===== src/rtl/fb_pkg.sv =====
// Shared types for the framebuffer stream reader: pixel/coordinate widths,
// the buffered beat format and the read-side FSM state.
package fb_pkg;
  localparam int PIX_W = 15;
  localparam int X_W   = 10;
  localparam int Y_W   = 10;

  typedef logic [PIX_W-1:0] pixel_t;
  typedef logic [X_W-1:0]   xcoord_t;
  typedef logic [Y_W-1:0]   ycoord_t;

  typedef struct packed {
    ycoord_t y;
    xcoord_t x;
  } fb_addr_t;

  typedef struct packed {
    pixel_t data;
    logic   sof;
    logic   eol;
  } fb_beat_t;

  typedef enum logic [1:0] {IDLE, ISSUE, DRAIN} rd_state_t;
endpackage


===== src/rtl/pix_fifo.sv =====
// Synchronous power-of-two FIFO of pixel beats; push while full is only
// accepted together with a pop, pop while empty is ignored.
module pix_fifo
  import fb_pkg::*;
#(
  parameter int DEPTH = 4
) (
  input  logic                   clk,
  input  logic                   rst,
  input  logic                   push_i,
  input  fb_beat_t               din_i,
  input  logic                   pop_i,
  output fb_beat_t               dout_o,
  output logic [$clog2(DEPTH):0] count_o,
  output logic                   full_o,
  output logic                   empty_o
);
  localparam int AW = $clog2(DEPTH);

  fb_beat_t        mem_q [DEPTH];
  logic [AW-1:0]   wr_ptr_q, rd_ptr_q;
  logic [AW:0]     count_q, count_d;
  logic            do_push, do_pop;

  assign empty_o = (count_q == '0);
  assign full_o  = (count_q == (AW+1)'(DEPTH));
  assign do_pop  = pop_i && !empty_o;
  assign do_push = push_i && (!full_o || do_pop);
  assign dout_o  = mem_q[rd_ptr_q];
  assign count_o = count_q;

  always_comb begin
    count_d = count_q;
    case ({do_push, do_pop})
      2'b10:   count_d = count_q + (AW+1)'(1);
      2'b01:   count_d = count_q - (AW+1)'(1);
      default: count_d = count_q;
    endcase
  end

  always_ff @(posedge clk) begin
    if (do_push) mem_q[wr_ptr_q] <= din_i;
  end

  always_ff @(posedge clk) begin
    if (rst) begin
      wr_ptr_q <= '0;
      rd_ptr_q <= '0;
      count_q  <= '0;
    end else begin
      if (do_push) wr_ptr_q <= wr_ptr_q + AW'(1);
      if (do_pop)  rd_ptr_q <= rd_ptr_q + AW'(1);
      count_q <= count_d;
    end
  end
endmodule


===== src/rtl/fb_stream_reader.sv =====
// Raster-order framebuffer reader: issues RAM reads under credit control and
// streams the returned pixels out with sof/eol tags.
module fb_stream_reader
  import fb_pkg::*;
#(
  parameter int H_PIXELS   = 640,
  parameter int V_LINES    = 480,
  parameter int RD_LAT     = 1,
  parameter int FIFO_DEPTH = 4
) (
  input  logic                 clk,
  input  logic                 rst,
  input  logic                 start,
  output logic                 rd_en,
  output logic [Y_W+X_W-1:0]   rd_addr,
  input  pixel_t               rd_data,
  output pixel_t               m_data,
  output logic                 m_valid,
  input  logic                 m_ready,
  output logic                 m_sof,
  output logic                 m_eol,
  output logic                 busy,
  output logic                 frame_done,
  output rd_state_t            dbg_state_o
);
  localparam int      CNT_W  = $clog2(FIFO_DEPTH) + 1;
  localparam int      INF_W  = $clog2(RD_LAT + 1) + 1;
  localparam xcoord_t X_LAST = xcoord_t'(H_PIXELS - 1);
  localparam ycoord_t Y_LAST = ycoord_t'(V_LINES - 1);

  rd_state_t         state_q, state_d;
  xcoord_t           x_q, x_d;
  ycoord_t           y_q, y_d;
  logic [INF_W-1:0]  inflight_q, inflight_d;
  logic              frame_done_q, frame_done_d;
  logic [RD_LAT-1:0] vld_pipe_q, sof_pipe_q, eol_pipe_q;

  logic              issue, credit_ok, push, pop;
  logic [CNT_W-1:0]  fifo_count;
  logic              fifo_full, fifo_empty;
  fb_beat_t          fifo_din, fifo_head;

  // Stream handshake: a beat transfers on any edge where m_valid && m_ready;
  // once m_valid is raised the beat and its tags hold until that transfer.
  assign pop  = !fifo_empty && m_ready;
  assign push = vld_pipe_q[RD_LAT-1];

  // A pop in the same cycle frees a credit, which keeps the stream bubble-free.
  always_comb begin
    credit_ok = (int'(fifo_count) + int'(inflight_q) - int'(pop)) < FIFO_DEPTH;
  end

  assign issue = (state_q == ISSUE) && credit_ok;

  always_comb begin
    state_d      = state_q;
    x_d          = x_q;
    y_d          = y_q;
    frame_done_d = 1'b0;
    case (state_q)
      IDLE: if (start) state_d = ISSUE;
      ISSUE: begin
        if (credit_ok) begin
          if (x_q == X_LAST) begin
            x_d = '0;
            if (y_q == Y_LAST) begin
              y_d     = '0;
              state_d = DRAIN;
            end else begin
              y_d = y_q + ycoord_t'(1);
            end
          end else begin
            x_d = x_q + xcoord_t'(1);
          end
        end
      end
      DRAIN: begin
        // Nothing in flight and one beat left leaving: that is the last pixel.
        if (pop && fifo_count == CNT_W'(1) && inflight_q == '0) begin
          state_d      = IDLE;
          frame_done_d = 1'b1;
        end
      end
      default: state_d = IDLE;
    endcase
  end

  always_comb begin
    inflight_d = inflight_q;
    case ({issue, push})
      2'b10:   inflight_d = inflight_q + INF_W'(1);
      2'b01:   inflight_d = inflight_q - INF_W'(1);
      default: inflight_d = inflight_q;
    endcase
  end

  always_ff @(posedge clk) begin
    if (rst) begin
      state_q      <= IDLE;
      x_q          <= '0;
      y_q          <= '0;
      inflight_q   <= '0;
      frame_done_q <= 1'b0;
      vld_pipe_q   <= '0;
    end else begin
      state_q       <= state_d;
      x_q           <= x_d;
      y_q           <= y_d;
      inflight_q    <= inflight_d;
      frame_done_q  <= frame_done_d;
      vld_pipe_q[0] <= issue;
      for (int i = 1; i < RD_LAT; i++) vld_pipe_q[i] <= vld_pipe_q[i-1];
    end
  end

  // Tags travel beside the read so they meet rd_data at the FIFO input.
  always_ff @(posedge clk) begin
    sof_pipe_q[0] <= (x_q == '0) && (y_q == '0);
    eol_pipe_q[0] <= (x_q == X_LAST);
    for (int i = 1; i < RD_LAT; i++) begin
      sof_pipe_q[i] <= sof_pipe_q[i-1];
      eol_pipe_q[i] <= eol_pipe_q[i-1];
    end
  end

  assign fifo_din = '{data: rd_data, sof: sof_pipe_q[RD_LAT-1], eol: eol_pipe_q[RD_LAT-1]};

  pix_fifo #(.DEPTH(FIFO_DEPTH)) u_fifo (
    .clk     (clk),
    .rst     (rst),
    .push_i  (push),
    .din_i   (fifo_din),
    .pop_i   (pop),
    .dout_o  (fifo_head),
    .count_o (fifo_count),
    .full_o  (fifo_full),
    .empty_o (fifo_empty)
  );

  assign rd_en       = issue;
  assign rd_addr     = {y_q, x_q};
  assign m_valid     = !fifo_empty;
  assign m_data      = fifo_empty ? '0 : fifo_head.data;
  assign m_sof       = !fifo_empty && fifo_head.sof;
  assign m_eol       = !fifo_empty && fifo_head.eol;
  assign busy        = (state_q != IDLE);
  assign frame_done  = frame_done_q;
  assign dbg_state_o = state_q;
endmodule


===== config.mk =====
export PLATFORM = sky130hd
export DESIGN_NAME = fb_stream_reader
export DESIGN_NICKNAME = d
export VERILOG_FILES = /design/src/rtl/fb_pkg.sv /design/src/rtl/pix_fifo.sv /design/src/rtl/fb_stream_reader.sv
export SDC_FILE = /design/constraint.sdc
export NUM_CORES = 1
export LEC_CHECK = 0
export BUFFER_PORTS_ARGS = -buffer_cell sky130_fd_sc_hd__buf_2
export CAP_MARGIN = 20
export CORE_UTILIZATION = 60
export CTS_BUF_LIST = sky130_fd_sc_hd__clkbuf_8 sky130_fd_sc_hd__clkbuf_16
export DETAILED_ROUTE_END_ITERATION = 16
export PLACE_DENSITY = 0.83
export REMOVE_ABC_BUFFERS = 1
export SLEW_MARGIN = 30
export SYNTH_ARGS = -nofsm -noshare
export SYNTH_HDL_FRONTEND = slang
export SYNTH_SLANG_ARGS = --single-unit
export TNS_END_PERCENT = 20

===== constraint.sdc =====
create_clock -name clk -period 4.91 [get_ports clk]
set_input_delay 0.7365 -clock clk [delete_from_list [all_inputs] [get_ports clk]]
set_output_delay 0.7365 -clock clk [all_outputs]
set_load 0.02 [all_outputs]

# After elaboration in Yosys (flattened, before gate mapping)
# Memory sizes are Yosys's and may differ from the RTL's. A register that Yosys moved wholly into a read port is not among the register bits.
# Index checks and enable logic that the tools add are counted.
dict set report totals {
  regBits 35
  ram_bits 68
  input_bits 19
  output_inout_bits 43
  wordCells 79
  mem_count 1
}
dict set report classes {
  addsub 10
  magnitude_cmp 1
  eq_ne 15
  n_mux 16
  n_bitwise 1
  reduce_logical 24
}
# name depth word_bits read_ports rd_clocked_by_memory_dff write_ports line_no
set mem_list {}
lappend mem_list {u_fifo.mem_q 4 17 1 1 1 pix_fifo.sv:20} ;# fb_beat_t mem_q [DEPTH];
# cell n
set op_table {}
lappend op_table {{$add 10x1->10 const B} 2}
lappend op_table {{$logic_not 10->1} 2}
lappend op_table {{$mux 10} 2}
lappend op_table {{$mux 15} 1}
lappend op_table {{$mux 2} 7}
lappend op_table {{$eq 10x10->1 const B} 1}
lappend op_table {{$eq 10x9->1 const B} 1}
lappend op_table {{$logic_and 1x1->1} 9}
lappend op_table {{$add 2x1->2 const B} 3}
lappend op_table {{$eq 2x1->1 const B} 3}
lappend op_table {{$eq 2x2->1 const B} 3}
lappend op_table {{$ne 2x2->1 const B} 3}
lappend op_table {{$pmux 2 s3} 1}
lappend op_table {{$pmux 3 s2} 1}
lappend op_table {{$reduce_bool 2->1} 3}
lappend op_table {{$lt 5x4->1 const B} 1}
lappend op_table {{$reduce_and 5->1} 1}
lappend op_table {{$sub 4x1->5} 1}
lappend op_table {{$add 3x2->4} 1}
lappend op_table {{$logic_not 2->1} 2}
lappend op_table {{$ne 2x1->1 const B} 2}
lappend op_table {{$pmux 2 s2} 1}
lappend op_table {{$add 3x1->3 const B} 1}
lappend op_table {{$eq 3x1->1 const B} 1}
lappend op_table {{other kinds (11)} 14}

# Logic depth before layout (Yosys ltp)
# Gate-level depths: netlist of the first run.
dict set report depth {
  depth_word 8
  ltp_mapped 15
  depth_no_buf 14
}

# By module
# From an unflattened synthesis of the first run, not the netlist that was laid out.
dict set report unflattened {
  hier_cells 340
  area_unflattened_um2 4698.3
}
# mod instances cells_per_inst area_each_um2
set modules_own_cells {}
lappend modules_own_cells {pix_fifo 1 143 2984.1}
lappend modules_own_cells {fb_stream_reader 1 197 1714.1}

# Worst setup path after synthesis of the first run
# No wires, ideal clock.
dict set report synth_path {
  path_type {register to output}
  start {register u_fifo.count_q[0] (netlist: u_fifo.count_o[0])}
  end {output rd_en}
  t_arrival_ns 2.385
  path_slack_ns 1.788
  stages_incl_launch_ff 13
  n_path_buf 1
  cell_sequence {dfxtp_1 inv_1 ha_1 nand2b_1 and2_1 ha_1 inv_1 ha_1 a21oi_1 o31ai_1 buf_2 or2_1 inv_1}
}
dict set report synth_via {
  elab_chain_len 6
}
# element line_no
set synth_lines {}
lappend synth_lines {{start, declared} pix_fifo.sv:22} ;# logic [AW:0] count_q, count_d;
lappend synth_lines {{start signal, assigned} pix_fifo.sv:53} ;# count_q <= count_d;
lappend synth_lines {{branches (longest 3 deep; another with $add 3x2->4)} n/a}
lappend synth_lines {{$sub 4x1->5 (*)} fb_stream_reader.sv:50} ;# credit_ok = (int'(fifo_count) + int'(inflight_q) - int'(pop)) < FIFO_DEPTH;
lappend synth_lines {{$lt 5x4->1 (*)} fb_stream_reader.sv:50}
lappend synth_lines {{$logic_and 1x1->1 (*)} fb_stream_reader.sv:53} ;# assign issue = (state_q == ISSUE) && credit_ok;
lappend synth_lines {{end, declared} fb_stream_reader.sv:14} ;# output logic rd_en,
# Every way passes the cells marked *.

# Worst setup path after layout of the first run
# Ends and elaborated chain as after synthesis.

==> impl_metrics.py, run 1 <==
metrics = {
    "run_status": {
        "status": "complete, no violations",
    },
    "clocking": {
        "clk-insertion-delay-late_ns": 0.37,
        "numCtsBuffers": 9,
        "cts_resized": 0,
        "hold_buffers": 0,
        "cts_root_buf": "clkbuf_8",
        "cts_buffer_depth": 2,
        "post_cts_buffers": 0,
        "htreeDepth": 3,
        "cts.sinks": 105,
        "cts_tree": "done",
        "clk_pin_slew_ns": 0.10,
    },
    "timing": {
        "rsz0062_at_grt": "false",
        "max_freq_mhz": 242,
        "hold_slack_ns": 0.499,
        "relSlewSlack_pct": 41.7,
        "final_hold_viol_count": 0,
        "fin_tns_setup_ns": 0,
        "finalCritPeriodShare_pct": 84.3,
        "drv_slew": 0,
        "period_minus_slack_ns": 4.14,
        "finClkSkew_ns": 0.0134,
        "setup_viol": 0,
        "tightest_slew_ns": 0.875,
    },
    "synthesis": {
        "synth_adder_area_share_pct": 5.14,
        "synth_top_family_by_area": "simple AND/OR/NAND/NOR gates",
        "synth_compound_area_share_pct": 3.98,
        "synth_edf_count": 68,
        "synth_warnings": 0,
        "muxShareOfSynthArea_pct": 8.50,
        "async_flop_share_pct": 0,
        "synth_ff_type": "edfxtp_1",
        "synth_cell_types": 51,
        "ys_seq_area_share_pct": 60.2,
        "syn_inst": 343,
        "syn_area_sq_um": 4620,
        "yosys.area_share.simple_pct": 15.8,
        "synth-seq-cells": 105,
        "syn_avg_cell_area_sq_um": 13.5,
        "yosys.area_share.xor_xnor_pct": 3.41,
    },
    "routing": {
        "wl_per_cell_um": 16.4,
        "vias": 2898,
        "drt-initial-drc-count": 112,
        "first_pass_iters": 4,
        "drc": 0,
        "postRouteAntennaNets": 0,
        "vias_per_cell": 5.72,
        "routed_wl_mm": 8.33,
    },
    "floorplanning": {
        "design.die.area_sq_um": 8060,
        "fp.coreArea_sq_um": 7330,
        "ioPinCount": 62,
        "row_count": 31,
        "start_util_pct": 63.0,
        "die_h_um": 89.8,
        "die_x_um": 89.8,
    },
    "power": {
        "p_leak_nw": 1.93,
        "total_power_mw": 2.23,
        "peakVddDrop_v": 0.000246,
        "power_density_nw_per_um2": 430,
    },
    "worst_setup_path": {
        "crit_type": "flip-flop to output pin",
        "crit_buf_inv": 5,
        "cpMaxStageDelayCell": "nand2b_1",
        "critical_path.cell_chain": "inv_1, ha_1, nand2b_1, and2_1, ha_1, inv_1, ha_1, a21oi_1, o31ai_1, buf_4, or2_1, inv_1, buf_2",
        "critPathCaptureType": "output pin",
        "slowest_delay_ns": 0.46,
        "start_kind": "flip-flop",
        "arrival_ns": 3.40,
        "crit_family": "simple AND/OR/NAND/NOR gates",
        "crit_path_max_fanout": 19,
        "cp.required_ns": 4.17,
    },
    "min_path": {
        "hold_path_class": "flip-flop to flip-flop",
    },
    "place": {
        "place_inst": 491,
        "dpl.hpwl_mm": 5.78,
        "port_buffers": 61,
        "place_congestion": 0.889,
    },
    "cells_and_area": {
        "final_util_pct": 70.8,
        "finalNetCount": 441,
        "final_cells": 507,
        "fill_cells": 502,
        "synthToLayoutAreaGrowth_pct": 12.3,
        "antenna_cells": 0,
        "drive_gt1_share_pct": 25.5,
    },
    "grt": {
        "overflow": 0,
        "grt_pass1_wl_mm": 13.5,
        "grt_max_degree": 36,
        "antenna_found_initial": 0,
        "grt_usage_pct": 21.7,
        "grt_pass1_vias": 2866,
    },
    "run": {
        "maxCapViolations": 0,
    },
}
placed cells by master, fill, tap and decap left out, types with 6 or more instances in the layout:
cell type,count
nand3_1,9
and2_1,24
inv_1,18
nand2_1,14
nor4_1,6
nor2_1,15
mux4_2,17
edfxtp_1,68
a21oi_1,12
buf_2,61
ha_1,19
nor3_1,17
xnor2_1,14
clkbuf_8,9
dfxtp_1,37
final timing paths:
| check | start | endpoint | slack, ns | depth (start not counted) |
|---|---|---|---|---|
| setup / recovery | u_fifo.count_o[0]$_SDFFE_PP0P_ | rd_en | 0.77 | 13 |
| hold / removal | eol_pipe_q$_DFF_P_ | u_fifo.mem_q[2][0]$_DFFE_PP_ | 0.50 | 0 |
| setup reg to reg | u_fifo.count_o[0]$_SDFFE_PP0P_ | y_q[7]$_SDFFE_PP0P_ | 1.08 | 14 |
| hold reg to reg | eol_pipe_q$_DFF_P_ | u_fifo.mem_q[2][0]$_DFFE_PP_ | 0.50 | 0 |
worst reg2reg max path: cells and delay by family, from the launching register on:
kind	cells	cell delay, ns
flip-flops	1	0.40
buffers and inverters	4	0.59
AND/OR/NAND/NOR	3	1.39
AO/OA/AOI/OAI	4	0.67
adder cells (fa/ha/maj)	3	0.69
cell families (layout without fill, tap and decap cells):
logic type	Yosys count	count (layout)
AND/OR/NAND/NOR	121	121
adder cells (fa/ha/maj)	19	19
multiplexers	18	18
XOR/XNOR	18	18
AO/OA/AOI/OAI	29	29
buffers and inverters	33	98
flip-flops	105	105
Yosys cell counts, types with 2 or more instances:
cell type | count | share of area (%)
nor3_1 | 17 | 1.8
mux4_2 | 17 | 8.3
clkbuf_1 | 8 | 0.65
a21oi_1 | 12 | 1.3
or3_1 | 3 | 0.41
nor2b_1 | 3 | 0.41
o21ai_0 | 5 | 0.54
or4_1 | 3 | 0.49
nor4b_1 | 2 | 0.38
and3_1 | 4 | 0.54
nand4_1 | 4 | 0.54
and2_1 | 24 | 3.2
buf_2 | 5 | 0.54
inv_1 | 17 | 1.4
nor3b_1 | 2 | 0.32
dfxtp_1 | 37 | 16
nand3b_1 | 3 | 0.49
nor4_1 | 7 | 0.95
edfxtp_1 | 68 | 44
nand3_1 | 9 | 0.97
xor2_1 | 4 | 0.76
xnor2_1 | 14 | 2.7
nor2_1 | 15 | 1.2
nand2_1 | 14 | 1.1
ha_1 | 19 | 5.1
a31oi_1 | 2 | 0.27
layer usage:
metal  vias to the layer above  GRT usage [%]  part of all wire (%)
li1                       1397              -                     -
met1                      1415           26.5                    43
met2                        71           37.7                    51
met3                        15           5.58                   4.0
met4                         0           7.24                   1.8
met5                         -              0                     0
report_power, final:
| group | total [mW] | internal (mW) | switching, mW |
|---|---|---|---|
| Combinational | 0.674 | 0.295 | 0.380 |
| Clock | 0.484 | 0.190 | 0.295 |
| Sequential | 1.07 | 1.01 | 0.0597 |
sequential cells by signal (all words and copies together), names as in the netlist, named ones only:
signal / flops
x_q: 10
frame_done: 1
u_fifo.count_o: 3
dbg_state_o: 2
u_fifo.rd_ptr_q: 2
sof_pipe_q: 1
u_fifo.wr_ptr_q: 2
eol_pipe_q: 1
inflight_q: 2
u_fifo.mem_q: 68
push: 1
y_q: 10
layout make-up:
| class | count | area (sq um) | area share (%) |
|---|---|---|---|
| sequential | 105 | 2780 | 53.6 |
| multi-input combinational | 205 | 1710 | 32.9 |
| timing repair buffer | 64 | 328 | 6.31 |
| clock buffer | 9 | 124 | 2.39 |
| tap | 99 | 124 | 2.39 |
| inverter | 18 | 68.8 | 1.33 |
| clock inverter | 7 | 56.3 | 1.08 |
metrics by stage:
step	setup slack [ns]	instance area (sq um)
floorplan	1.09	4550
global placement	1.25	5010
detailed placement	1.05	5010
CTS	0.699	5190
global route	0.402	5190
finish	0.770	5190
Power figures use the tool's default switching activity.
==> inputs of run 2 (changes only) <==
--- a/config.mk
+++ b/config.mk
@@ -5,12 +5,13 @@
 export SDC_FILE = /design/constraint.sdc
 export NUM_CORES = 1
 export LEC_CHECK = 0
+export ABC_AREA = 1
 export BUFFER_PORTS_ARGS = -buffer_cell sky130_fd_sc_hd__buf_2
 export CAP_MARGIN = 20
-export CORE_UTILIZATION = 60
+export CORE_UTILIZATION = 58
 export CTS_BUF_LIST = sky130_fd_sc_hd__clkbuf_8 sky130_fd_sc_hd__clkbuf_16
 export DETAILED_ROUTE_END_ITERATION = 16
-export PLACE_DENSITY = 0.83
+export PLACE_DENSITY = 0.8
 export REMOVE_ABC_BUFFERS = 1
 export SLEW_MARGIN = 30
 export SYNTH_ARGS = -nofsm -noshare
==> constraint.sdc (replaced) <==
create_clock -name clk -period 3.9 [get_ports clk]
set_input_delay 0.585 -clock clk [delete_from_list [all_inputs] [get_ports clk]]
set_output_delay 0.585 -clock clk [all_outputs]
set_load 0.02 [all_outputs]
==> impl_metrics.py, run 2 <==
metrics = {
    "clocking": {
        "hold_buffers": 0,
        "cts_buffer_depth": 2,
        "clk-insertion-delay-late_ns": 0.38,
        "numCtsBuffers": 9,
        "cts_root_buf": "clkbuf_8",
        "clk_pin_slew_ns": 0.11,
        "htreeDepth": 3,
        "post_cts_buffers": 0,
        "cts.sinks": 105,
        "cts_resized": 0,
        "cts_tree": "done",
    },
    "synthesis": {
        "post-synth-top-count-cell": "nor2_1",
        "syn_avg_cell_area_sq_um": 9.27,
        "synth_warnings": 0,
        "syn_area_sq_um": 4900,
        "yosys.area_share.xor_xnor_pct": 2.33,
        "synth_adder_area_share_pct": 4.86,
        "syn_inst": 528,
        "yosys.area.top_type": "edfxtp_1",
        "yosys.area_share.simple_pct": 19.8,
        "muxShareOfSynthArea_pct": 0,
        "synth-seq-cells": 105,
        "synthTopCellsByCount": "104 x nor2_1, 69 x nand2_1, 68 x edfxtp_1",
        "synth_cell_types": 33,
        "synth_compound_area_share_pct": 10.3,
        "synth.top_cell.area_share_pct": 41.7,
        "synth_ff_type": "edfxtp_1",
        "ys_seq_area_share_pct": 56.8,
        "synth_edf_count": 68,
        "async_flop_share_pct": 0,
        "synth_top_family_by_area": "simple AND/OR/NAND/NOR gates",
        "synthTopCellsByArea": "edfxtp_1 42%, dfxtp_1 15%, nor2_1 8.0%",
    },
    "cells_and_area": {
        "max_flop_register": "u_fifo.mem_q",
        "largest_reg_flops": 68,
        "final_util_pct": 67.3,
        "most-common-layout-cells": "104 x nor2_1, 69 x nand2_1, 68 x edfxtp_1",
        "synthToLayoutAreaGrowth_pct": 12.4,
        "antenna_cells": 0,
        "layout_commonest_cell": "nor2_1",
        "fill_cells": 647,
        "drive_gt1_share_pct": 17.4,
        "reg_top3": "u_fifo.mem_q x68, x_q x10, y_q x10",
        "finalNetCount": 629,
    },
    "timing": {
        "relSlewSlack_pct": 36.7,
        "fin_tns_setup_ns": 0,
        "setup_viol": 0,
        "finalCritPeriodShare_pct": 89.4,
        "drv_slew": 0,
        "tightest_slew_ns": 0.948,
        "max_freq_mhz": 287,
        "period_minus_slack_ns": 3.49,
        "final_hold_viol_count": 0,
        "hold_slack_ns": 0.412,
        "finClkSkew_ns": 0.0135,
        "rsz0062_at_grt": "false",
    },
    "worst_setup_path": {
        "start_kind": "flip-flop",
        "crit_type": "flip-flop to flip-flop",
        "crit_buf_inv": 4,
        "crit_path_max_fanout": 11,
        "cp.required_ns": 4.17,
        "arrival_ns": 3.75,
        "critPathCaptureType": "flip-flop",
        "cpMaxStageDelayCell": "ha_1",
        "slowest_delay_ns": 0.41,
        "crit_family": "adder cells",
        "critical_path.cell_chain": "inv_1, ha_1, nand2_1, nand2_1, inv_1, ha_1, inv_1, ha_1, nand3_1, nand2_1, o21ai_2, inv_2, a21oi_4, nand2_1, ha_1, a21oi_1, o21ai_0, o21ai_0, a21oi_1",
    },
    "routing": {
        "first_pass_iters": 5,
        "drt-initial-drc-count": 182,
        "postRouteAntennaNets": 0,
        "vias": 3778,
        "drc": 0,
        "routed_wl_mm": 9.97,
        "vias_per_cell": 5.39,
        "wl_per_cell_um": 14.2,
    },
    "power": {
        "peakVddDrop_v": 0.000286,
        "power_density_nw_per_um2": 575,
        "p_leak_nw": 2.28,
    },
    "floorplanning": {
        "row_count": 33,
        "design.die.area_sq_um": 8810,
        "die_h_um": 93.9,
        "start_util_pct": 59.9,
        "ioPinCount": 62,
        "fp.coreArea_sq_um": 8180,
        "die_x_um": 93.9,
    },
    "place": {
        "port_buffers": 61,
        "dpl.hpwl_mm": 6.66,
        "place_congestion": 0.864,
    },
    "min_path": {
        "hold_path_class": "input port to flip-flop",
    },
    "grt": {
        "grt.busiest_layer": "met2",
        "grt_max_degree": 35,
        "grt_pass1_wl_mm": 16.3,
        "grt_pass1_vias": 3646,
        "met3_usage_pct": 4.45,
        "grt_usage_pct": 24.1,
        "antenna_found_initial": 0,
        "grt.met1_usage_pct": 29.4,
        "grtUsageMet2_pct": 42.2,
        "overflow": 0,
    },
    "run": {
        "maxCapViolations": 0,
    },
    "run_status": {
        "status": "complete, no violations",
    },
}
-- run 2: final timing paths --
check,startpoint,endpoint,slack [ns],depth (start not counted)
max,u_fifo.count_o[0]$_SDFFE_PP0P_,inflight_q[1]$_SDFFE_PP0P_,0.41,19
min,rd_data[14],u_fifo.mem_q[3][16]$_DFFE_PP_,0.41,1
max reg2reg,u_fifo.count_o[0]$_SDFFE_PP0P_,inflight_q[1]$_SDFFE_PP0P_,0.41,19
min reg2reg,sof_pipe_q$_DFF_P_,u_fifo.mem_q[3][1]$_DFFE_PP_,0.48,0
-- run 2: kinds of logic after synthesis --
logic type	Yosys count
compound gates	96
xor+xnor	13
fa+ha+maj	19
buf+inv	74
flops	105
simple gates	221
-- run 2: stage by stage --
step                total power, mW  instance area [sq um]  setup WS, ns  std cells
global route                   3.37                   5510        0.0719        701
CTS                            3.18                   5510         0.418        701
detailed placement             2.55                   5320         0.446        685
floorplan                      2.17                   4810         0.752        510
finish                         3.16                   5510         0.414        701
global placement               2.50                   5320         0.650        685
-- run 2: per-layer routing --
layer | up-vias | share of wire [%] | wire (um)
li1 | 1883 | - | -
met4 | 0 | 0.82 | 82
met3 | 8 | 6.1 | 612
met1 | 1763 | 42 | 4210
met5 | - | 0 | 0
met2 | 124 | 51 | 5070
-- run 2: power by group --
part / internal, mW / switching [mW] / total [mW] / leakage [nW]
Clock: 0.250 / 0.398 / 0.647 / 0.0988
Sequential: 1.29 / 0.0786 / 1.37 / 0.912
Combinational: 0.356 / 0.794 / 1.15 / 1.27
-- run 2: final cells by class --
type	count	area, sq um	share of cell area (%)
Clock inverter	7	62.6	1.14
Clock buffer	9	124	2.25
Timing Repair Buffer	70	373	6.77
Tap cell	105	131	2.39
Sequential cell	105	2780	50.5
Multi-Input combinational cell	349	1820	33.1
Inverter	56	210	3.82
==> inputs of run 3 (changes only) <==
--- a/config.mk
+++ b/config.mk
@@ -16,5 +16,6 @@
 export SLEW_MARGIN = 30
 export SYNTH_ARGS = -nofsm -noshare
 export SYNTH_HDL_FRONTEND = slang
+export SYNTH_HIERARCHICAL = 1
 export SYNTH_SLANG_ARGS = --single-unit
 export TNS_END_PERCENT = 20
==> impl_metrics.py, run 3 <==
metrics = {
    "power": {
        "p_leak_nw": 2.29,
        "power_density_nw_per_um2": 578,
        "total_power_mw": 3.25,
        "peakVddDrop_v": 0.000474,
    },
    "min_path": {
        "hold_depth": 1,
        "hold_path_class": "input port to flip-flop",
    },
    "place": {
        "place_congestion": 0.866,
        "dpl.hpwl_mm": 7.10,
        "port_buffers": 61,
        "place_inst": 697,
    },
    "cells_and_area": {
        "reg_top3": "u_fifo/mem_q x68, x_q x10, y_q x10",
        "final_cells": 713,
        "layout_commonest_cell": "nor2_1",
        "max_flop_register": "u_fifo/mem_q",
        "most-common-layout-cells": "83 x nor2_1, 76 x inv_1, 75 x nand2_1",
        "largest_reg_flops": 68,
        "finalNetCount": 639,
        "antenna_cells": 0,
        "synthToLayoutAreaGrowth_pct": 10.8,
        "drive_gt1_share_pct": 19.9,
    },
    "worst_setup_path": {
        "rr_worst_depth": 20,
        "endpoint": "rd_en",
        "crit_path_max_fanout": 17,
        "critPathCaptureType": "output pin",
        "startpoint": "u_fifo/count_o[2]$_SDFFE_PP0P_",
        "crit_type": "flip-flop to output pin",
        "arrival_ns": 3.00,
        "r2r_end": "inflight_q[1]$_SDFFE_PP0P_",
        "cp.required_ns": 3.31,
        "worst-r2r-setup-slack_ns": 0.67,
        "r2r-start": "u_fifo/count_o[2]$_SDFFE_PP0P_",
        "start_kind": "flip-flop",
    },
    "routing": {
        "wl_per_cell_um": 14.5,
        "first_pass_iters": 5,
        "vias": 3900,
        "postRouteAntennaNets": 0,
        "drt-initial-drc-count": 134,
        "routed_wl_mm": 10.4,
        "drc": 0,
        "vias_per_cell": 5.47,
    },
    "synthesis": {
        "syn_inst": 541,
        "syn_avg_cell_area_sq_um": 9.37,
        "syn_area_sq_um": 5070,
        "synth_warnings": 6,
    },
    "clocking": {
        "clk-insertion-delay-late_ns": 0.37,
        "hold_buffers": 0,
        "cts_tree": "done",
        "htreeDepth": 3,
        "clk_pin_slew_ns": 0.09,
        "numCtsBuffers": 9,
        "cts_root_buf": "clkbuf_8",
        "cts_buffer_depth": 2,
        "cts.sinks": 105,
    },
    "floorplanning": {
        "design.die.area_sq_um": 9120,
        "die_x_um": 95.5,
        "row_count": 33,
        "ioPinCount": 62,
        "fp.coreArea_sq_um": 8340,
        "die_h_um": 95.5,
        "start_util_pct": 60.8,
    },
    "run_status": {
        "status": "complete, no violations",
    },
    "grt": {
        "grt_usage_pct": 24.3,
        "antenna_found_initial": 0,
        "overflow": 0,
        "grt_pass1_vias": 3722,
        "grt_max_degree": 35,
        "grt_pass1_wl_mm": 16.7,
    },
    "timing": {
        "final_hold_viol_count": 0,
        "finalCritPeriodShare_pct": 92.0,
        "relSlewSlack_pct": 39.5,
        "drv_slew": 0,
        "tightest_slew_ns": 0.906,
        "finClkSkew_ns": 0.00925,
        "max_freq_mhz": 279,
        "setup_viol": 0,
        "rsz0062_at_grt": "false",
        "period_minus_slack_ns": 3.59,
        "fin_tns_setup_ns": 0,
    },
    "run": {
        "maxCapViolations": 0,
    },
}
run 3: area by class of cell:
class	count	area, sq um
Inverter	80	304
Sequential cell	105	2780
Timing Repair Buffer	67	350
Tap cell	105	131
Fill cell	657	2720
Multi-Input combinational cell	340	1860
Clock inverter	7	71.3
Clock buffer	9	124
run 3: worst min path at each step:
stage	start	to
after floorplan	eol_pipe_q$_DFF_P_	u_fifo/mem_q[0][0]$_DFFE_PP_
after global placement	sof_pipe_q$_DFF_P_	u_fifo/mem_q[0][1]$_DFFE_PP_
after detailed placement	eol_pipe_q$_DFF_P_	u_fifo/mem_q[2][0]$_DFFE_PP_
after CTS	rd_data[6]	u_fifo/mem_q[1][8]$_DFFE_PP_
after global routing	rd_data[1]	u_fifo/mem_q[0][3]$_DFFE_PP_
final	rd_data[6]	u_fifo/mem_q[3][8]$_DFFE_PP_
run 3: repair_timing:
item	in CTS	in global routing
setup endpoints to repair	0	1
resized for setup	0	1
setup buffers	0	0
run 3: stage by stage:
stage | hold slack, ns | worst slack (ns) | util [%] | cell area, sq um
after CTS | 0.408 | 0.217 | 67.4 | 5620
after global routing | 0.409 | 0.0926 | 67.4 | 5620
after detailed placement | 0.484 | 0.652 | 65.0 | 5420
after global placement | 0.452 | 0.816 | 65.0 | 5420
final | 0.426 | 0.311 | 67.4 | 5620
after floorplan | 0.438 | 0.896 | - | 4940
run 3: critical path, stage by stage, from the launching register on:
cell	delay [ns]
dfxtp_1	0.41
inv_1	0.10
nand2_2	0.10
inv_1	0.07
nor2_2	0.24
ha_1	0.20
inv_1	0.05
ha_1	0.30
nand2_1	0.10
inv_1	0.06
nand2_1	0.07
nand2_1	0.05
nand2_1	0.09
nand3_2	0.10
nand2_4	0.20
nand2_4	0.16
inv_2	0.17
buf_2	0.18
run 3: per-layer routing:
layer | vias to the layer above | routed length [um] | global-route usage, %
li1 | 1930 | - | -
met1 | 1823 | 4230 | 27.6
met2 | 128 | 5380 | 44.9
met3 | 19 | 546 | 3.43
met4 | 0 | 199 | 10.8
met5 | - | 0 | 0
run 3: power breakdown:
group / switching [mW] / total, mW / internal (mW) / leakage [nW]
Combinational: 0.856 / 1.22 / 0.368 / 1.28
Clock: 0.367 / 0.664 / 0.297 / 0.102
Sequential: 0.0700 / 1.36 / 1.29 / 0.907
